## config.mk

```make
export PLATFORM = sky130hd
export DESIGN_NAME = bw_icache_refill_flat
export DESIGN_NICKNAME = d
export VERILOG_FILES = /design/src/rtl/bw_icache_refill_pkg.sv /design/src/rtl/bw_icache_refill_if.sv /design/src/rtl/bw_icache_refill_victim_sel.sv /design/src/rtl/bw_icache_refill.sv /design/src/flat_wrapper.sv
export SDC_FILE = /design/constraint.sdc
export NUM_CORES = 2
export LEC_CHECK = 0
export ABC_AREA = 1
export CAP_MARGIN = 30
export CORE_AREA = 5 5 505 507
export CTS_CLUSTER_DIAMETER = 150
export CTS_CLUSTER_SIZE = 12
export DETAILED_ROUTE_END_ITERATION = 10
export DIE_AREA = 0 0 510 512
export DONT_BUFFER_PORTS = 1
export PLACE_DENSITY_LB_ADDON = 0.15
export SLEW_MARGIN = 0
export SYNTH_ARGS = -nofsm -noshare
export SYNTH_HDL_FRONTEND = slang
export SYNTH_SLANG_ARGS = --single-unit
```

## constraint.sdc

```tcl
create_clock -name clk -period 2.9 [get_ports clk]
set_input_delay 0.87 -clock clk [delete_from_list [all_inputs] [get_ports clk]]
set_output_delay 0.87 -clock clk [all_outputs]
set_load 0.02 [all_outputs]
```

## src/rtl/bw_icache_refill_pkg.sv

```systemverilog
// rfBlackWidowPkg: shared I-cache geometry constants and refill FSM state type
package rfBlackWidowPkg;
  localparam int ICACHE_LINE_BYTES = 128;
  localparam int ICACHE_SET_LSB = 7;
  localparam int ICACHE_SET_MSB = 13;
  typedef enum logic [2:0] {IC_IDLE, IC_FETCH, IC_WRITE, IC_ABORT, IC_HOLD} ic_refill_state_t;
endpackage

```

## src/rtl/bw_icache_refill_if.sv

```systemverilog
// bw_icache_refill_if: line-refill read bus between the refill controller and the memory side
interface bw_icache_refill_if #(
  parameter int AWID = 32,
  parameter int BUS_WID = 128
);
  logic cyc;
  logic stb;
  logic ack;
  logic err;
  logic [AWID-1:0] adr;
  logic [BUS_WID-1:0] dat;
  modport master (output cyc, stb, adr, input ack, err, dat);
  modport slave (input cyc, stb, adr, output ack, err, dat);
endinterface

```

## src/rtl/bw_icache_refill_victim_sel.sv

```systemverilog
// bw_ic_victim_sel: first-invalid way, else round-robin with a registered pointer
module bw_ic_victim_sel #(
  parameter int WAYS = 4
) (
  input  logic            clk,
  input  logic            rst,
  input  logic [WAYS-1:0] valid_set,
  input  logic            advance,
  output logic [1:0]      victim
);
  logic [1:0] rr_q, rr_d;
  always_comb begin
    rr_d = advance ? (rr_q == 2'(WAYS - 1) ? 2'd0 : rr_q + 2'd1) : rr_q;
    victim = rr_q;
    for (int i = WAYS - 1; i >= 0; i--) if (!valid_set[i]) victim = 2'(i);
  end
  always_ff @(posedge clk) rr_q <= rst ? 2'd0 : rr_d;
endmodule

```

## src/rtl/bw_icache_refill.sv

```systemverilog
// bw_icache_refill: I-cache miss refill FSM, bursts one line, then pulses a one-cycle line write
module bw_icache_refill
  import rfBlackWidowPkg::*;
#(
  parameter int AWID = 32,
  parameter int WAYS = 4,
  parameter int BUS_WID = 128,
  parameter int LINE_W = 1024
) (
  input  logic                clk,
  input  logic                rst,
  input  logic                miss,
  input  logic [AWID-1:0]     miss_adr,
  input  logic [WAYS-1:0]     valid_set,
  input  logic                invce,
  input  logic                invline,
  input  logic                invall,
  input  logic [AWID-1:0]     inv_adr,
  bw_icache_refill_if.master  bus,
  output logic                wr,
  output logic [1:0]          way,
  output logic [AWID-1:0]     ip,
  output logic [LINE_W-1:0]   line,
  output logic                busy,
  output logic                fault
);
  localparam int BEATS = LINE_W / BUS_WID;
  localparam int BW = $clog2(BEATS);
  localparam int BYTE_SH = $clog2(BUS_WID / 8);
  ic_refill_state_t state_q, state_d;
  logic [BW-1:0] beat_q, beat_d;
  logic [AWID-1:0] base_q, base_d;
  logic [1:0] way_q, way_d, victim;
  logic [LINE_W-1:0] line_q, line_d;
  logic poison_q, poison_d, cyc_q, cyc_d, wr_q, wr_d, fault_q, fault_d, busy_q, busy_d;
  logic advance, inv_hit, unused_bits;
  assign advance = (state_q == IC_IDLE) & miss & (&valid_set);
  assign inv_hit = invce & (invall | (invline &
                   (inv_adr[AWID-1:ICACHE_SET_LSB] == base_q[AWID-1:ICACHE_SET_LSB])));
  assign unused_bits = ^{miss_adr[ICACHE_SET_LSB-1:0], inv_adr[ICACHE_SET_LSB-1:0]};
  bw_ic_victim_sel #(.WAYS(WAYS)) u_victim (
    .clk       (clk),
    .rst       (rst),
    .valid_set (valid_set),
    .advance   (advance),
    .victim    (victim)
  );
  always_comb begin
    state_d = state_q;
    beat_d = beat_q;
    base_d = base_q;
    way_d = way_q;
    line_d = line_q;
    unique case (state_q)
      IC_IDLE: if (miss) begin
        state_d = IC_FETCH;
        base_d = {miss_adr[AWID-1:ICACHE_SET_LSB], {ICACHE_SET_LSB{1'b0}}};
        way_d = victim;
      end
      IC_FETCH: if (bus.err) begin
        state_d = IC_ABORT;
        beat_d = '0;
      end else if (bus.ack) begin
        line_d[beat_q*BUS_WID +: BUS_WID] = bus.dat;
        beat_d = beat_q + BW'(1);
        state_d = beat_q == BW'(BEATS - 1) ? IC_WRITE : IC_FETCH;
      end
      IC_WRITE, IC_ABORT: state_d = IC_HOLD;
      default: state_d = IC_IDLE;
    endcase
    // poison only arms while a refill is in flight and is dropped as we return to IDLE
    poison_d = state_d == IC_IDLE ? 1'b0 : poison_q | ((state_q != IC_IDLE) & inv_hit);
    cyc_d = state_d == IC_FETCH;
    wr_d = (state_q == IC_WRITE) & ~poison_q;
    fault_d = state_q == IC_ABORT;
    busy_d = state_d != IC_IDLE;
  end
  always_ff @(posedge clk) begin
    if (rst) begin
      state_q <= IC_IDLE;
      beat_q <= '0;
      base_q <= '0;
      way_q <= '0;
      line_q <= '0;
      poison_q <= 1'b0;
      cyc_q <= 1'b0;
      wr_q <= 1'b0;
      fault_q <= 1'b0;
      busy_q <= 1'b0;
    end else begin
      state_q <= state_d;
      beat_q <= beat_d;
      base_q <= base_d;
      way_q <= way_d;
      line_q <= line_d;
      poison_q <= poison_d;
      cyc_q <= cyc_d;
      wr_q <= wr_d;
      fault_q <= fault_d;
      busy_q <= busy_d;
    end
  end
  assign bus.cyc = cyc_q;
  assign bus.stb = cyc_q;
  assign bus.adr = base_q + (AWID'(beat_q) << BYTE_SH);
  assign wr = wr_q;
  assign way = way_q;
  assign ip = base_q;
  assign line = line_q;
  assign busy = busy_q;
  assign fault = fault_q;
endmodule

```

## src/flat_wrapper.sv

```systemverilog
// flat-port wrapper written by rule: the top's interface ports become plain ports
module bw_icache_refill_flat import rfBlackWidowPkg::*;
#(
  parameter int AWID = 32,
  parameter int WAYS = 4,
  parameter int BUS_WID = 128,
  parameter int LINE_W = 1024
)
  (clk, rst, miss, miss_adr, valid_set, invce, invline, invall, inv_adr, wr, way, ip, line, busy, fault, bus_cyc, bus_stb, bus_adr, bus_ack, bus_err, bus_dat);
  bw_icache_refill_if #(.AWID(AWID), .BUS_WID(BUS_WID)) bus_i ();
  input  logic clk;
  input  logic rst;
  input  logic miss;
  input  logic [AWID-1:0] miss_adr;
  input  logic [WAYS-1:0] valid_set;
  input  logic invce;
  input  logic invline;
  input  logic invall;
  input  logic [AWID-1:0] inv_adr;
  output logic wr;
  output logic [1:0] way;
  output logic [AWID-1:0] ip;
  output logic [LINE_W-1:0] line;
  output logic busy;
  output logic fault;
  output wire logic [$bits(bus_i.cyc)-1:0] bus_cyc;
  output wire logic [$bits(bus_i.stb)-1:0] bus_stb;
  output wire logic [$bits(bus_i.adr)-1:0] bus_adr;
  input wire logic [$bits(bus_i.ack)-1:0] bus_ack;
  input wire logic [$bits(bus_i.err)-1:0] bus_err;
  input wire logic [$bits(bus_i.dat)-1:0] bus_dat;
  assign bus_cyc = bus_i.cyc;
  assign bus_stb = bus_i.stb;
  assign bus_adr = bus_i.adr;
  assign bus_i.ack = bus_ack;
  assign bus_i.err = bus_err;
  assign bus_i.dat = bus_dat;
  bw_icache_refill #(.AWID(AWID), .WAYS(WAYS), .BUS_WID(BUS_WID), .LINE_W(LINE_W)) u_core (.clk(clk), .rst(rst), .miss(miss), .miss_adr(miss_adr), .valid_set(valid_set), .invce(invce), .invline(invline), .invall(invall), .inv_adr(inv_adr), .bus(bus_i), .wr(wr), .way(way), .ip(ip), .line(line), .busy(busy), .fault(fault));
endmodule
```

==> reports/metrics.yaml <==
grt_max_degree: 173
dpl.hpwl_mm: 166
postCtsHoldBufs: 0
synth-async-reset-ratio_pct: 0
finalCritPeriodShare_pct: 87.9
final_cell_mix: "dfxtp_1 (1063), a21oi_1 (912), o21ai_0 (897)"
io_pins: 1299
htreeDepth: 3
setup_viol: 0
rsz0062_at_grt: "false"
place_area_um2: 41900
slew_headroom_pct: 32.9
synthAdderAreaFrac_pct: 0.168
seq_area_frac_synth_pct: 57.1
worst_slew_pin_slew_ns: 1.01
num_vias: 30965
io_buffers: 0
ys_warn_count: 0
yosys.area.top_type: "dfxtp_1"
max-cap-violations: 0
period_minus_slack_ns: 2.55
clk_latency_ns: 0.74
cp_max_fo: 4
ctsResizeCount: 0
post_cts_buffers: 0
cts_sinks: 1064
p_leak_nw: 16.1
skew_ns: 0.0358
synthMuxAreaShare_pct: 0
die_height_um: 512
hold_viol_final: 0
clkTransAtPathRegs_ns: 0.07
drv_slew: 0
coreArea_um2: 250000
syn-cell-area_um2: 37300
worstSetupEndpointType: "output pin"
start_kind: "flip-flop"
drt_pass1_iterations: 5
antenna_found_initial: 21
gr-usage-all-layers_pct: 15.8
drive_gt1_share_pct: 9.40
numCtsBuffers: 102
crit_arrival_ns: 1.68
cp_cell_sequence: "buf_4"
synth-simple-area-share_pct: 7.00
setup-tns-final_ns: 0
syn2layout_area_growth_pct: 19.8
via_per_inst: 4.08
die_x_um: 510
grt_overflow: 0
cts_tree: "done"
grt_pass1_wl_mm: 286
remaining_drc_errors: 0
place_congestion: 0.850
synth_cells: 4320
yosysTopAreaCellShare_pct: 57.1
timing.critical_path.buf_inv: 1
cellPowerDensity_nw_per_um2: 646
hold_path.class: "primary input to flip-flop"
synth_edf_count: 0
synth_top_family_by_area: "compound AO/OA/AOI/OAI gates"
critPathSlowestCell: "dfxtp_1"
grt_pass1_vias: 29534
nets: 4431
dp.cells: 7466
synthXorXnorAreaFrac_pct: 0.0939
final_common_cell: "dfxtp_1"
synth_flop_cell: "dfxtp_1"
die_area_um2: 261000
totalWireLength_mm: 217
irDropWorstVdd_v: 0.000462
clk_path_buf_depth: 3
required_ns: 2.03
synth_compound_area_share_pct: 27.4
fin_area_um2: 44700
syn_avg_cell_area_um2: 8.63
instances_no_fill: 7590
max_stage_delay_ns: 0.70
max_freq_mhz: 392
avgRoutedWirePerCell_um: 28.6
rows: 184
drt-initial-drc-count: 1992
synth_cell_types: 35
synth_seq_cells: 1064
cts-root-buf: "clkbuf_16"
final_antenna_net_count: 0
crit_family: "flip-flops"
status: "completed"
crit_type: "flip-flop to output pin"
start_util_pct: 14.9
synth_area_leaders: "dfxtp_1 (57%), a21oi_1 (12%), o21ai_0 (12%)"
path summary, 6_finish.rpt:
| kind | slack [ns] | to | cells past startpoint | from |
|---|---|---|---|---|
| setup reg to reg | 0.36 | u_core.line[855]$_SDFFE_PP0P_ | 12 | u_core.beat_q[0]$_SDFFE_PP0P_ |
| hold reg to reg | 0.43 | u_core.wr$_SDFF_PP0_ | 1 | u_core.poison_q$_SDFF_PP0_ |
| setup / recovery | 0.35 | bus_adr[29] | 1 | u_core.ip[29]$_SDFFE_PP0P_ |
| hold / removal | 0.24 | u_core.line[916]$_SDFFE_PP0P_ | 1 | rst |
synth_stat cells, drive strengths merged (3+ instances only):
cell type and n:
dfxtp 1064, a21oi 912, o21ai 898, nor2 309
inv 271, nand2 243, buf 219, clkbuf 192
a211oi 92, nand3 46, nor3 26, o21a 22
nand4 11, ha 5, xnor2 3
layout make-up:
class	instances	area, um^2
Timing Repair Buffer	199	2340
Antenna cell	6	15.0
Clock buffer	104	2560
Sequential cell	1064	21300
Multi-Input combinational cell	2583	13000
Fill cell	28159	205000
Tap cell	3348	4190
Inverter	272	1060
Clock inverter	14	200
metrics by stage:
step	setup slack (ns)	power (mW)	hold WS (ns)	utilization, %
floorplan	0.635	16.0	0.396	-
global placement	0.217	16.6	0.424	16.8
detailed placement	0.214	16.6	0.427	16.8
CTS	0.189	29.5	0.0992	17.9
global route	0.0872	30.1	0.133	17.9
finish	0.351	28.9	0.235	17.9
flip-flops by register name, indices dropped and copies added, names as in the netlist:
signal / flops
u_core.beat_q: 3
u_core.bus.cyc: 1
u_core.busy: 1
u_core.fault: 1
u_core.ip: 25
u_core.line: 1024
u_core.poison_q: 1
u_core.state_q: 3
u_core.u_victim.rr_q: 2
u_core.way: 2
u_core.wr: 1
report_power, final:
part | leakage, nW | total, mW | switching [mW] | internal [mW]
combinational | 6.22 | 1.19 | 0.914 | 0.275
clock | 1.34 | 12.6 | 6.31 | 6.30
sequential | 8.58 | 15.1 | 0.324 | 14.7
per-layer routing:
| metal | track usage [%] | part of all wire [%] | wire length [um] | up-vias |
|---|---|---|---|---|
| met4 | 4.30 | 2.5 | 5510 | 0 |
| met5 | 0 | 0 | 0 | - |
| li1 | - | - | - | 14421 |
| met3 | 7.13 | 11 | 24500 | 189 |
| met2 | 26.5 | 47 | 103000 | 1233 |
| met1 | 18.1 | 39 | 84500 | 15122 |
logic make-up after synthesis:
kind of cell | Yosys count
compound gates | 1927
flops | 1064
buf+inv | 683
simple gates | 636
fa+ha+maj | 5
xor+xnor | 4
other cells | 1
Note: power is estimated with default switching activity, not from simulation.
